<file path="config.mk">
export PLATFORM = sky130hd
export DESIGN_NAME = inv_shift_rows_serial
export DESIGN_NICKNAME = d
export VERILOG_FILES = /design/src/rtl/aes_pkg.sv /design/src/rtl/shift_rows_bank.sv /design/src/rtl/inv_shift_rows_serial.sv
export SDC_FILE = /design/constraint.sdc
export NUM_CORES = 1
export LEC_CHECK = 0
export CORE_UTILIZATION = 45
export CTS_BUF_LIST = sky130_fd_sc_hd__clkbuf_4
export CTS_CLUSTER_DIAMETER = 60
export CTS_CLUSTER_SIZE = 20
export DETAILED_ROUTE_END_ITERATION = 10
export SLEW_MARGIN = 20
export SYNTH_ARGS = -nofsm -noshare
export SYNTH_HDL_FRONTEND = slang
export SYNTH_HIERARCHICAL = 1
export SYNTH_SLANG_ARGS = --single-unit
</file>
<file path="constraint.sdc">
create_clock -name clk -period 6.3 [get_ports clk]
set_input_delay 0.945 -clock clk [delete_from_list [all_inputs] [get_ports clk]]
set_output_delay 0.945 -clock clk [all_outputs]
set_load 0.005 [all_outputs]
</file>
<file path="src/rtl/aes_pkg.sv">
// Shared AES byte-serial definitions.
//   AES_BLOCK_BYTES : bytes per 128-bit state
//   aes_byte_t      : one state byte
//   bank_state_t    : occupancy of one 16-byte buffer bank
//   shift_rows_src  : for output position k (row k%4, col k/4) returns the input
//                     position that lands there under (Inv)ShiftRows.
package aes_pkg;

  localparam int AES_BLOCK_BYTES = 16;

  typedef logic [7:0] aes_byte_t;

  typedef enum logic [1:0] {
    BANK_EMPTY   = 2'd0,
    BANK_FILLING = 2'd1,
    BANK_FULL    = 2'd2
  } bank_state_t;

  // Column arithmetic is 2-bit, so the mod-4 wrap falls out of the width.
  function automatic logic [3:0] shift_rows_src(logic [3:0] k, logic inverse);
    logic [1:0] row;
    logic [1:0] col;
    logic [1:0] src_col;
    row = k[1:0];
    col = k[3:2];
    if (inverse) begin
      src_col = col - row;
    end else begin
      src_col = col + row;
    end
    return {src_col, row};
  endfunction

endpackage

</file>
<file path="src/rtl/shift_rows_bank.sv">
// One 16x8 block buffer with its occupancy state.
//   clk, rst (async, active-high), flush (sync clear of the state flag)
//   wr_en/wr_addr/wr_data : byte write in state order; addr 15 completes the block
//   rd_done               : last byte of the stored block was accepted downstream
//   rd_idx/rd_data        : read in output order; the row-shift map is applied here
//   state                 : EMPTY / FILLING / FULL
module shift_rows_bank
  import aes_pkg::*;
#(
  parameter bit INVERSE = 1'b1
) (
  input  logic        clk,
  input  logic        rst,
  input  logic        flush,
  input  logic        wr_en,
  input  logic [3:0]  wr_addr,
  input  aes_byte_t   wr_data,
  input  logic        rd_done,
  input  logic [3:0]  rd_idx,
  output aes_byte_t   rd_data,
  output bank_state_t state
);

  aes_byte_t   mem [AES_BLOCK_BYTES];
  bank_state_t state_nxt;
  logic        wr_ok;

  // A FULL bank is never overwritten; the top relies on this to keep the
  // reader's block intact without a bypass path.
  assign wr_ok = wr_en & (state != BANK_FULL);

  // Storage: contents are don't-care while EMPTY, so no reset is needed.
  always_ff @(posedge clk) begin
    if (wr_ok) begin
      mem[wr_addr] <= wr_data;
    end
  end

  assign rd_data = mem[shift_rows_src(rd_idx, INVERSE)];

  // Occupancy state register.
  always_ff @(posedge clk or posedge rst) begin
    if (rst) begin
      state <= BANK_EMPTY;
    end else begin
      state <= state_nxt;
    end
  end

  // Occupancy next-state: fill, hold while full, free after the last read.
  always_comb begin
    state_nxt = state;
    case (state)
      BANK_EMPTY: begin
        if (wr_ok) begin
          state_nxt = (wr_addr == 4'd15) ? BANK_FULL : BANK_FILLING;
        end else begin
          state_nxt = BANK_EMPTY;
        end
      end
      BANK_FILLING: begin
        if (wr_ok && (wr_addr == 4'd15)) begin
          state_nxt = BANK_FULL;
        end else begin
          state_nxt = BANK_FILLING;
        end
      end
      BANK_FULL: begin
        if (rd_done) begin
          state_nxt = BANK_EMPTY;
        end else begin
          state_nxt = BANK_FULL;
        end
      end
      default: state_nxt = BANK_EMPTY;
    endcase
    if (flush) begin
      state_nxt = BANK_EMPTY;
    end else begin
      state_nxt = state_nxt;
    end
  end

endmodule

</file>
<file path="src/rtl/inv_shift_rows_serial.sv">
// Byte-serial AES (Inv)ShiftRows with a ping-pong pair of 16-byte banks.
// Bytes enter in column-major state order and leave in row-shifted order.
//   clk        : system clock, rising edge
//   rst        : asynchronous active-high reset
//   flush      : synchronous clear of both banks, pointers and counters
//   in_valid/in_ready/in_data    : input byte stream (ready while write bank not FULL)
//   out_valid/out_ready/out_data : output byte stream (valid while read bank FULL)
//   out_last   : marks the 16th byte of each output block
// INVERSE=1 gives InvShiftRows, INVERSE=0 the forward map (self-test pairing).
module inv_shift_rows_serial
  import aes_pkg::*;
#(
  parameter bit INVERSE = 1'b1
) (
  input  logic       clk,
  input  logic       rst,
  input  logic       flush,
  input  logic       in_valid,
  output logic       in_ready,
  input  logic [7:0] in_data,
  output logic       out_valid,
  input  logic       out_ready,
  output logic [7:0] out_data,
  output logic       out_last
);

  logic        wr_bank;
  logic        rd_bank;
  logic [3:0]  wr_cnt;
  logic [3:0]  rd_cnt;
  bank_state_t bank_state   [2];
  aes_byte_t   bank_rd_data [2];
  logic        in_fire;
  logic        out_fire;

  assign in_ready  = (bank_state[wr_bank] != BANK_FULL);
  assign out_valid = (bank_state[rd_bank] == BANK_FULL);
  assign out_last  = out_valid & (rd_cnt == 4'd15);
  // Gate data so stale bank contents never appear on an idle bus.
  assign out_data  = out_valid ? bank_rd_data[rd_bank] : 8'h00;

  // flush wins over both handshakes in the same cycle.
  assign in_fire  = in_valid & in_ready & ~flush;
  assign out_fire = out_valid & out_ready & ~flush;

  for (genvar b = 0; b < 2; b++) begin : g_bank
    shift_rows_bank #(
      .INVERSE (INVERSE)
    ) u_bank (
      .clk     (clk),
      .rst     (rst),
      .flush   (flush),
      .wr_en   (in_fire & (wr_bank == 1'(b))),
      .wr_addr (wr_cnt),
      .wr_data (in_data),
      .rd_done (out_fire & (rd_bank == 1'(b)) & (rd_cnt == 4'd15)),
      .rd_idx  (rd_cnt),
      .rd_data (bank_rd_data[b]),
      .state   (bank_state[b])
    );
  end

  // Write pointer: advance per accepted byte, switch bank after the 16th.
  always_ff @(posedge clk or posedge rst) begin
    if (rst) begin
      wr_bank <= 1'b0;
      wr_cnt  <= 4'd0;
    end else if (flush) begin
      wr_bank <= 1'b0;
      wr_cnt  <= 4'd0;
    end else if (in_fire) begin
      wr_cnt <= wr_cnt + 4'd1;
      if (wr_cnt == 4'd15) begin
        wr_bank <= ~wr_bank;
      end
    end
  end

  // Read pointer: advance per accepted output byte, switch bank after the 16th.
  always_ff @(posedge clk or posedge rst) begin
    if (rst) begin
      rd_bank <= 1'b0;
      rd_cnt  <= 4'd0;
    end else if (flush) begin
      rd_bank <= 1'b0;
      rd_cnt  <= 4'd0;
    end else if (out_fire) begin
      rd_cnt <= rd_cnt + 4'd1;
      if (rd_cnt == 4'd15) begin
        rd_bank <= ~rd_bank;
      end
    end
  end

endmodule

</file>
==> metrics, run 1 <==
minimum clock period=5.24 ns; TritonCTS clock tree=done; GRT Overall Usage=19.1%; leak pwr=3.65 nW; CP max stage delay=1.09 ns; DRC=0; clock latency at the later pin of the worst-skew pair=0.67 ns; CP Capture Type=primary output; total design power=2.83 mW; most frequent cells in the layout=256 x edfxtp_1, 46 x nor2_1, 46 x mux4_2; worst-case clock buffer depth=3; unique cell type count in the Yosys netlist=48; iteration-0 DRC count of the detailed router=518; routed length per instance=25.0 µm; placed cell area=11600 µm²; hold bufs inserted after CTS=0; crit path to=out_data[5]; Crit Path Class=flop to primary output; Synth async-reset ratio=5.19%; largest fanout on the critical path=51; number of fillers in the final layout=1887; Slew headroom=37.1%; CTS resizes=0; root buffer cell=clkbuf_4; cells along the critical path=buf_4, ha_1, xor3_1, nor2_1, a22o_1, a221o_1, mux2i_1, nor2_1, clkdlybuf4s50_1; setup bufs post-CTS=0; Layout area overhead=7.65%; Max Cap Viol=0; crit start category=flop; Clk pin slew, worst setup/hold paths=0.18 ns; RSZ-0062 raised after global routing=false; initial core utilization=46.5%; register area share after synthesis=72.8%; setup TNS=0 ns; Syn Area/Cell=20.2 µm²; net switching power=0.593 mW; Die Y=159 µm; Ys Warns=6; initial antenna violation count=1; setup slack at placement=1.66 ns; fin crit share=83.2%; Worst Hold Class=primary input to asynchronous set/reset pin; post-route insts no fill=910; Pre-Repair DR Iteration Count=5; FMAX=191 MHz; IO Count=24; Seq pwr share=69.8%; Mapped Nets=564; Hold Vio Cnt, Final=0; Die Width=159 µm; htree depth=1; first-pass GRT wire length=34300 µm; Setup crit start=rd_cnt[0]; r2r setup slk=3.22 ns; Critical Path RT=5.35 ns; clk_skew=0.0439 ns; Reg-to-Reg End=g_bank[1].u_bank/mem[8][6]; TritonCTS buffer count=19; Mapped Area=11000 µm²; fin. max-slew vios=0; VDD IR max=0.0000910 V; most common cell after layout, fill and taps aside=edfxtp_1; r2r worst-path depth=5; Cell Int Power=2.24 mW; setup ws final=1.06 ns; Slowest cell on crit path=dfrtp_4; Rows=56; final setup fails=0; WL final=22700 µm; core area=23800 µm²; clock power share=28.1%; number of nets still failing antenna checks after routing=0; Yosys reg bits=270; top_reg_cell synth=edfxtp_1; vias in the first global route=5284; FF-to-FF Start=g_bank[1].u_bank/state[1]; outcome=finished clean; hold slack final=0.530 ns; PD cells=238 nW/µm²; vias per cell=5.94; Final Net Count=595; Syn Inst Count=547; gpl congestion=0.769; PortBufs=23; post-DP HPWL=14400 µm; share of layout cells above drive strength 1=18.6%; CP most frequent cell=nor2_1; Slew @ Worst Pin=0.943 ns; Placed Cells=876; Switching Share=21.0%; Combinational Power Share=2.2%; vias after detailed routing=5406; post-layout util=50.0%; area of the die=25200 µm²; Sink Count=270; EDFF count, synth=256; total congestion overflow=0; pin count of the biggest net entering global routing=52; Design Area, Final=11900 µm²; CP arrival=4.30 ns
-- routing by layer --
metal	share of wire [%]	vias to the layer above	GRT usage [%]
met4	1.7	0	4.30
met5	0	-	0
met1	47	2870	29.8
met3	5.5	34	2.61
met2	46	152	28.4
li1	-	2350	-
-- flip-flops by register name, indices dropped and copies added, names as in the netlist --
register,flops
wr_cnt,4
rd_cnt,4
g_bank.u_bank/state,4
g_bank.u_bank/mem,256
rd_bank,1
wr_bank,1
-- cells by family (layout without fill, tap and decap cells) --
| family | after synthesis | count (layout) | share of synthesized area (%) |
|---|---|---|---|
| compound gates | 35 | 35 | 2.52 |
| buf+inv | 35 | 78 | 1.86 |
| xor+xnor | 4 | 4 | 0.714 |
| mux | 82 | 82 | 16.1 |
| flops | 270 | 270 | 72.8 |
| other cells | 0 | 1 | 0 |
| fa+ha+maj | 4 | 4 | 0.453 |
| simple gates | 117 | 117 | 5.58 |
-- power by group through the flow --
stage | Combinational [mW] | Sequential [mW] | Clock [mW]
final | 0.0612 | 1.97 | 0.795
after global routing | 0.0670 | 1.97 | 0.885
after CTS | 0.0632 | 1.97 | 0.818
after detailed placement | 0.0633 | 2.01 | 0
after global placement | 0.0606 | 2.01 | 0
after floorplan | 0.0196 | 2.01 | 0
-- cell usage after synthesis, drive strengths merged (6+ instances only) --
| master | count | area share (%) |
|---|---|---|
| and2 | 6 | 0.34 |
| nor2 | 48 | 1.6 |
| nor3 | 14 | 0.63 |
| edfxtp | 256 | 70 |
| a21oi | 7 | 0.32 |
| mux4 | 69 | 15 |
| nand2 | 6 | 0.20 |
| a22o | 8 | 0.63 |
| mux2i | 8 | 0.73 |
| clkbuf | 8 | 0.27 |
| a221o | 8 | 0.73 |
| nand2b | 6 | 0.34 |
| dfrtp | 14 | 3.2 |
| inv | 10 | 0.34 |
| nand3 | 6 | 0.27 |
| buf | 16 | 1.2 |
-- critical path, delay by kind of cell (launching register included) --
kind / cells / cell delay, ns
DFF: 1 / 1.09
xor gates and xnor gates: 1 / 0.24
and+or+nand+nor: 2 / 0.53
AOI/OAI and AO/OA: 2 / 0.43
muxes: 1 / 0.07
buffers and inverters: 2 / 1.03
adders and majority gates: 1 / 0.26
-- how the worst min path moves through the flow --
stage | to | depth (start not counted)
3_5_place_dp | g_bank[0].u_bank/state[0] | 1
3_3_place_gp | g_bank[0].u_bank/state[0] | 1
4_1_cts | g_bank[1].u_bank/state[1] | 2
2_1_floorplan | g_bank[0].u_bank/state[0] | 1
6_report | g_bank[1].u_bank/state[1] | 2
5_1_grt | g_bank[1].u_bank/state[1] | 2
-- cell type report --
class	instances	area [µm²]	share of cell area [%]
Multi-Input combinational cell	242	2830	23.8
Timing Repair Buffer	34	288	2.42
Clock buffer	26	195	1.64
Tap cell	319	399	3.36
Clock inverter	7	92.6	0.779
Inverter	11	41.3	0.347
Sequential cell	270	8040	67.7
Antenna cell	1	2.50	0.0211
(Power assumes the default switching activity.)
==> run 2: changes to the inputs <==
- clock period: 6.3 -> 4.8 ns (I/O delays scaled with it)
==> run 2 against run 1 <==
Effect of this change: wire length increased by 2.1%; register-to-register slack got worse by 1.4 ns; final cell count increased by 3.0%; clock skew increased by 0.023 ns; clock-buffer cell count decreased by 3; power increased by 34%; critical endpoint is now out_data[6].
==> metrics, run 2 (synthesized netlist as in run 1, its figures left out) <==
post-DP HPWL=15200 µm (+5.6%); Rows=56 (unchanged); Max Cap Viol=0 (unchanged); most common cell after layout, fill and taps aside=edfxtp_1; Sink Count=270 (unchanged); post-layout util=50.8% (+0.76 points); met2 Resource Use GR=29.2% (+0.79 points); busiest layer in global routing=met2; area occupied by multi-input gates=2800 µm² (-0.93%); pin count of the biggest net entering global routing=45 (-13%); clock latency at the later pin of the worst-skew pair=0.74 ns (+0.07 ns); total design power=3.79 mW (+34%); Worst Hold Class=primary input to asynchronous set/reset pin; IO Count=24 (unchanged); r2r worst-path depth=4 (-1); CTS resizes=0 (unchanged); most frequent cells in the layout=256 x edfxtp_1, 48 x nor2_1, 46 x mux4_2; first-pass GRT wire length=34500 µm (+0.60%); CP arrival=3.77 ns (-0.53 ns); CP Capture Type=primary output; DRC=0 (unchanged); gpl congestion=0.806 (+4.8%); PortBufs=23 (unchanged); critical path's top delay family=buffers and inverters; initial core utilization=46.5% (unchanged); fin. max-slew vios=0 (unchanged); placed cell area=11800 µm² (+1.3%); largest fanout on the critical path=30 (-41%); outcome=finished clean; core area=23800 µm² (unchanged); CP max stage delay=0.82 ns (-0.27 ns); number of fillers in the final layout=1885 (-0.11%); GRT Overall Usage=19.3% (+0.26 points); Slew @ Worst Pin=1.16 ns (+0.215 ns); net switching power=0.885 mW (+49%); met3 GRT Util=3.43% (+0.82 points); Largest register FFs=256 (unchanged); FMAX=222 MHz; FF-to-FF Start=g_bank[1].u_bank/state[1]; TritonCTS clock tree=done; PD cells=314 nW/µm² (+32%); Slowest cell on crit path=dfrtp_2; hold bufs inserted after CTS=0 (unchanged); setup ws final=0.305 ns (-0.754 ns); Hold Vio Cnt, Final=0 (unchanged); iteration-0 DRC count of the detailed router=495 (-4.4%); Reg with most FFs=g_bank.u_bank/mem; WP buf/inv=2 (unchanged); vias per cell=5.85 (-1.6%); Switching Share=23.3% (+2.4 points); met1 usage=29.1% (-0.70 points); worst-case clock buffer depth=3 (unchanged); area of the die=25200 µm² (unchanged); WL final=23200 µm (+2.1%); vias after detailed routing=5477 (+1.3%); r2r setup slk=1.84 ns (-1.38 ns); htree depth=1 (unchanged); Combinational Power Share=2.2% (about the same); root buffer cell=clkbuf_4; clock power share=29.6% (+1.5 points); Slew headroom=22.5% (-15 points); Cell Int Power=2.91 mW (+30%); Pre-Repair DR Iteration Count=5 (unchanged); setup TNS=0 ns (unchanged); RSZ-0062 raised after global routing=false; leak pwr=3.77 nW (+3.2%); initial antenna violation count=1 (unchanged); crit start category=flop; Critical Path RT=4.08 ns (-1.27 ns); final setup fails=0 (unchanged); number of nets still failing antenna checks after routing=0 (unchanged); Layout area overhead=9.29%; register area=8040 µm² (unchanged); Die Y=159 µm (unchanged); Final Net Count=619 (+4.0%); Clk pin slew, worst setup/hold paths=0.17 ns (about the same); Reg-to-Reg End=g_bank[1].u_bank/mem[5][6]; cells along the critical path=buf_4, mux4_1, a22o_1, a221o_1, mux2i_1, nor2_1, clkdlybuf4s50_1; minimum clock period=4.49 ns; share of layout cells above drive strength 1=21.2% (+2.6 points); Crit Path Class=flop to primary output; Seq pwr share=68.2% (-1.6 points); Design Area, Final=12100 µm² (+1.5%); vias in the first global route=5347 (+1.2%); Die Width=159 µm (unchanged); TritonCTS buffer count=23 (+4); total congestion overflow=0 (unchanged); clk_skew=0.0668 ns (+0.0229 ns); fin crit share=93.6%; VDD IR max=0.000123 V (+35%); routed length per instance=24.8 µm (-0.80%); setup bufs post-CTS=0 (unchanged); setup slack at placement=1.02 ns (-0.642 ns)
-- run 2: cell count changes in the layout (fill, tap and decap cells not counted), moves of 3 or more --
cell,delta
buf_4,+19
inv_6,+4
clkbuf_4,-3
nor3_1,+3
nor3_2,-3
-- run 2: power groups by stage --
| stage | combinational (mW) | clock (mW) | sequential [mW] |
|---|---|---|---|
| 3_5_place_dp | 0.0850 | 0 | 2.64 |
| 6_report | 0.0817 | 1.12 | 2.59 |
| 5_1_grt | 0.0895 | 1.23 | 2.59 |
| 3_3_place_gp | 0.0804 | 0 | 2.64 |
| 2_1_floorplan | 0.0257 | 0 | 2.64 |
| 4_1_cts | 0.0848 | 1.16 | 2.59 |
-- run 2: per-layer routing --
metal	wire, µm	vias up	share of wire, %
met1	10800	2876	47
met4	466	0	2.0
li1	-	2405	-
met2	10500	159	45
met3	1350	37	5.8
met5	0	-	0
-- run 2: how the worst max path moves through the flow --
stage,startpoint,to,cells past startpoint
6_report,rd_cnt[1],out_data[6],7
5_1_grt,rd_cnt[1],out_data[3],7
4_1_cts,rd_cnt[1],out_data[6],7
3_5_place_dp,rd_cnt[1],out_data[6],7
3_3_place_gp,rd_cnt[1],out_data[4],6
2_1_floorplan,flush,g_bank[1].u_bank/mem[0][0],6
-- run 2: area by class of cell --
| type | instances | area share, % |
|---|---|---|
| Antenna cell | 1 | 0.0207 |
| Timing Repair Buffer | 54 | 3.69 |
| Clock inverter | 17 | 1.37 |
| Clock buffer | 23 | 1.43 |
| Tap cell | 319 | 3.31 |
| Inverter | 11 | 0.342 |
| Multi-Input combinational cell | 242 | 23.2 |
| Sequential cell | 270 | 66.6 |
-- run 2: through the flow --
stage / cells / hold WS [ns]
2_1_floorplan: 547 / 0.461
6_report: 937 / 0.235
3_5_place_dp: 896 / 0.553
4_1_cts: 936 / 0.198
3_3_place_gp: 896 / 0.534
5_1_grt: 937 / 0.212
==> run 3: changes to the inputs <==
- CAP_MARGIN: not set -> 20
- CELL_PAD_IN_SITES_DETAIL_PLACEMENT: not set -> 1
- CELL_PAD_IN_SITES_GLOBAL_PLACEMENT: not set -> 1
- PLACE_DENSITY_LB_ADDON: not set -> 0.1
==> run 3 against run 2 <==
Effect of this change: utilization is essentially flat; combinational power grew 2%; fmax shrank 0.13%; clock skew shrank 0.026 ns; cell area is essentially flat; sequential share of layout area is essentially flat; wire length grew 6.1%; sequential cell count is the same; largest cell class unchanged; highest routed layer unchanged; non-clock buffer count grew 2.
==> metrics, run 3 (synthesized netlist as in run 1, its figures left out) <==
CP max stage delay=0.80 ns (-0.02 ns); Rows=56 (unchanged); Placed Cells=898 (+0.22%); Worst Hold Class=primary input to asynchronous set/reset pin; Die Y=159 µm (unchanged); Slowest cell on crit path=dfrtp_4; Max Cap Viol=0 (unchanged); leak pwr=3.77 nW (+0.22%); largest fanout on the critical path=26 (-13%); setup ws final=0.299 ns (-0.00597 ns); post-route insts no fill=937 (unchanged); hold bufs inserted after CTS=0 (unchanged); Die Width=159 µm (unchanged); CP arrival=3.78 ns (about the same); fin. max-slew vios=0 (unchanged); initial core utilization=46.5% (unchanged); Hold Vio Cnt, Final=0 (unchanged); pin count of the biggest net entering global routing=52 (+16%); total congestion overflow=0 (unchanged); number of fillers in the final layout=2136 (+13%); CP Capture Type=primary output; WP buf/inv=1 (-1); critical path's top delay family=multiplexers; RSZ-0062 raised after global routing=false; placed cell area=11800 µm² (+0.17%); fin crit share=93.8% (+0.12 points); IO Count=24 (unchanged); Routed met3 length=1220 µm (-10%); area occupied by multi-input gates=2810 µm² (+0.31%); setup slack at placement=0.964 ns (-0.0553 ns); iteration-0 DRC count of the detailed router=313 (-37%); worst-case clock buffer depth=3 (unchanged); TritonCTS clock tree=done; setup bufs post-CTS=0 (unchanged); GRT Overall Usage=20.6% (+1.3 points); number of nets still failing antenna checks after routing=0 (unchanged); htree depth=1 (unchanged); hold slack final=0.218 ns (-0.0173 ns); Layout area overhead=9.28% (about the same); Crit Path Class=flop to primary output; Sink Count=270 (unchanged); Slew headroom=41.2% (+19 points); PortBufs=23 (unchanged); VDD IR max=0.000184 V (+50%); Pre-Repair DR Iteration Count=4 (-1); Reg with most FFs=g_bank.u_bank/mem; Critical Path RT=4.08 ns (about the same); total design power=3.77 mW (-0.73%); TritonCTS buffer count=21 (-8.7%); Largest register FFs=256 (unchanged); minimum clock period=4.50 ns (+0.00597 ns); crit start category=flop; vias per cell=5.80 (-0.79%); post-DP HPWL=16100 µm (+6.1%); met2 wire length=11400 µm (+8.3%); initial antenna violation count=1 (unchanged); clock latency at the later pin of the worst-skew pair=0.70 ns (-0.04 ns); Design Area, Final=12100 µm² (about the same); cells along the critical path=ha_2, xor2_2, xnor2_2, mux4_2, mux2i_1, nor2_1, clkdlybuf4s50_1; PD cells=312 nW/µm² (-0.72%); WL final=24600 µm (+6.1%); Slew @ Worst Pin=0.879 ns (-0.279 ns); first-pass GRT wire length=36800 µm (+6.8%); CTS resizes=0 (unchanged); met1 WL=11600 µm (+7.1%); DR top layer=met4; register area=8040 µm² (unchanged); area of the die=25200 µm² (unchanged); outcome=finished clean; root buffer cell=clkbuf_4; clk_skew=0.0410 ns (-0.0258 ns); post-layout util=50.8% (about the same); final setup fails=0 (unchanged); setup TNS=0 ns (unchanged); Clk pin slew, worst setup/hold paths=0.19 ns (+0.02 ns); FMAX=222 MHz (-0.13%); Final Net Count=619 (unchanged); most frequent cells in the layout=256 x edfxtp_1, 48 x nor2_1, 46 x mux4_2; most common cell after layout, fill and taps aside=edfxtp_1; share of layout cells above drive strength 1=21.9% (+0.65 points); vias in the first global route=5677 (+6.2%); core area=23800 µm² (unchanged); routed length per instance=26.3 µm (+6.1%); DRC=0 (unchanged); gpl congestion=0.758 (-5.9%); vias after detailed routing=5434 (-0.79%)
run 3: changes by cell type in the layout (fill, tap and decap cells not counted), moves of 2 or more:
cell / change
clkinv_8: -2
inv_6: -3
buf_4: +2
clkinv_2: +4
clkinv_1: -2
run 3: routing by layer:
metal	vias to the layer above	track usage [%]
li1	2394	-
met4	0	4.21
met2	117	32.3
met1	2889	31.2
met5	-	0
met3	34	2.59
run 3: report_power, final:
| group | leakage [nW] | internal, mW | switching [mW] |
|---|---|---|---|
| Combinational | 1.10 | 0.0229 | 0.0602 |
| Sequential | 2.49 | 2.58 | 0.00679 |
| Clock | 0.180 | 0.333 | 0.760 |
run 3: worst register-to-register path, stage by stage, from the launching register on:
cell	delay (ns)
dfrtp_1	0.50
and3b_1	0.31
nor4b_1	0.75
nand4b_1	0.39
nor2_1	0.75
run 3: final cells by class:
| type | count | share of cell area (%) |
|---|---|---|
| Sequential cell | 270 | 66.7 |
| Tap cell | 319 | 3.31 |
| Clock inverter | 14 | 1.10 |
| Antenna cell | 1 | 0.0207 |
| Clock buffer | 24 | 1.49 |
| Inverter | 11 | 0.342 |
| Timing Repair Buffer | 56 | 3.82 |
| Multi-Input combinational cell | 242 | 23.3 |
run 3: final timing paths:
path,from,endpoint,slack [ns],cells past startpoint
max,rd_cnt[0],out_data[2],0.30,7
min,rst,g_bank[0].u_bank/state[0],0.22,2
max reg2reg,g_bank[1].u_bank/state[1],g_bank[1].u_bank/mem[10][4],1.72,4
min reg2reg,g_bank[0].u_bank/state[1],g_bank[0].u_bank/state[0],0.53,1
max in group asynchronous,rst,wr_cnt[0],4.11,2
min in group clk,g_bank[0].u_bank/state[1],g_bank[0].u_bank/state[0],0.53,1
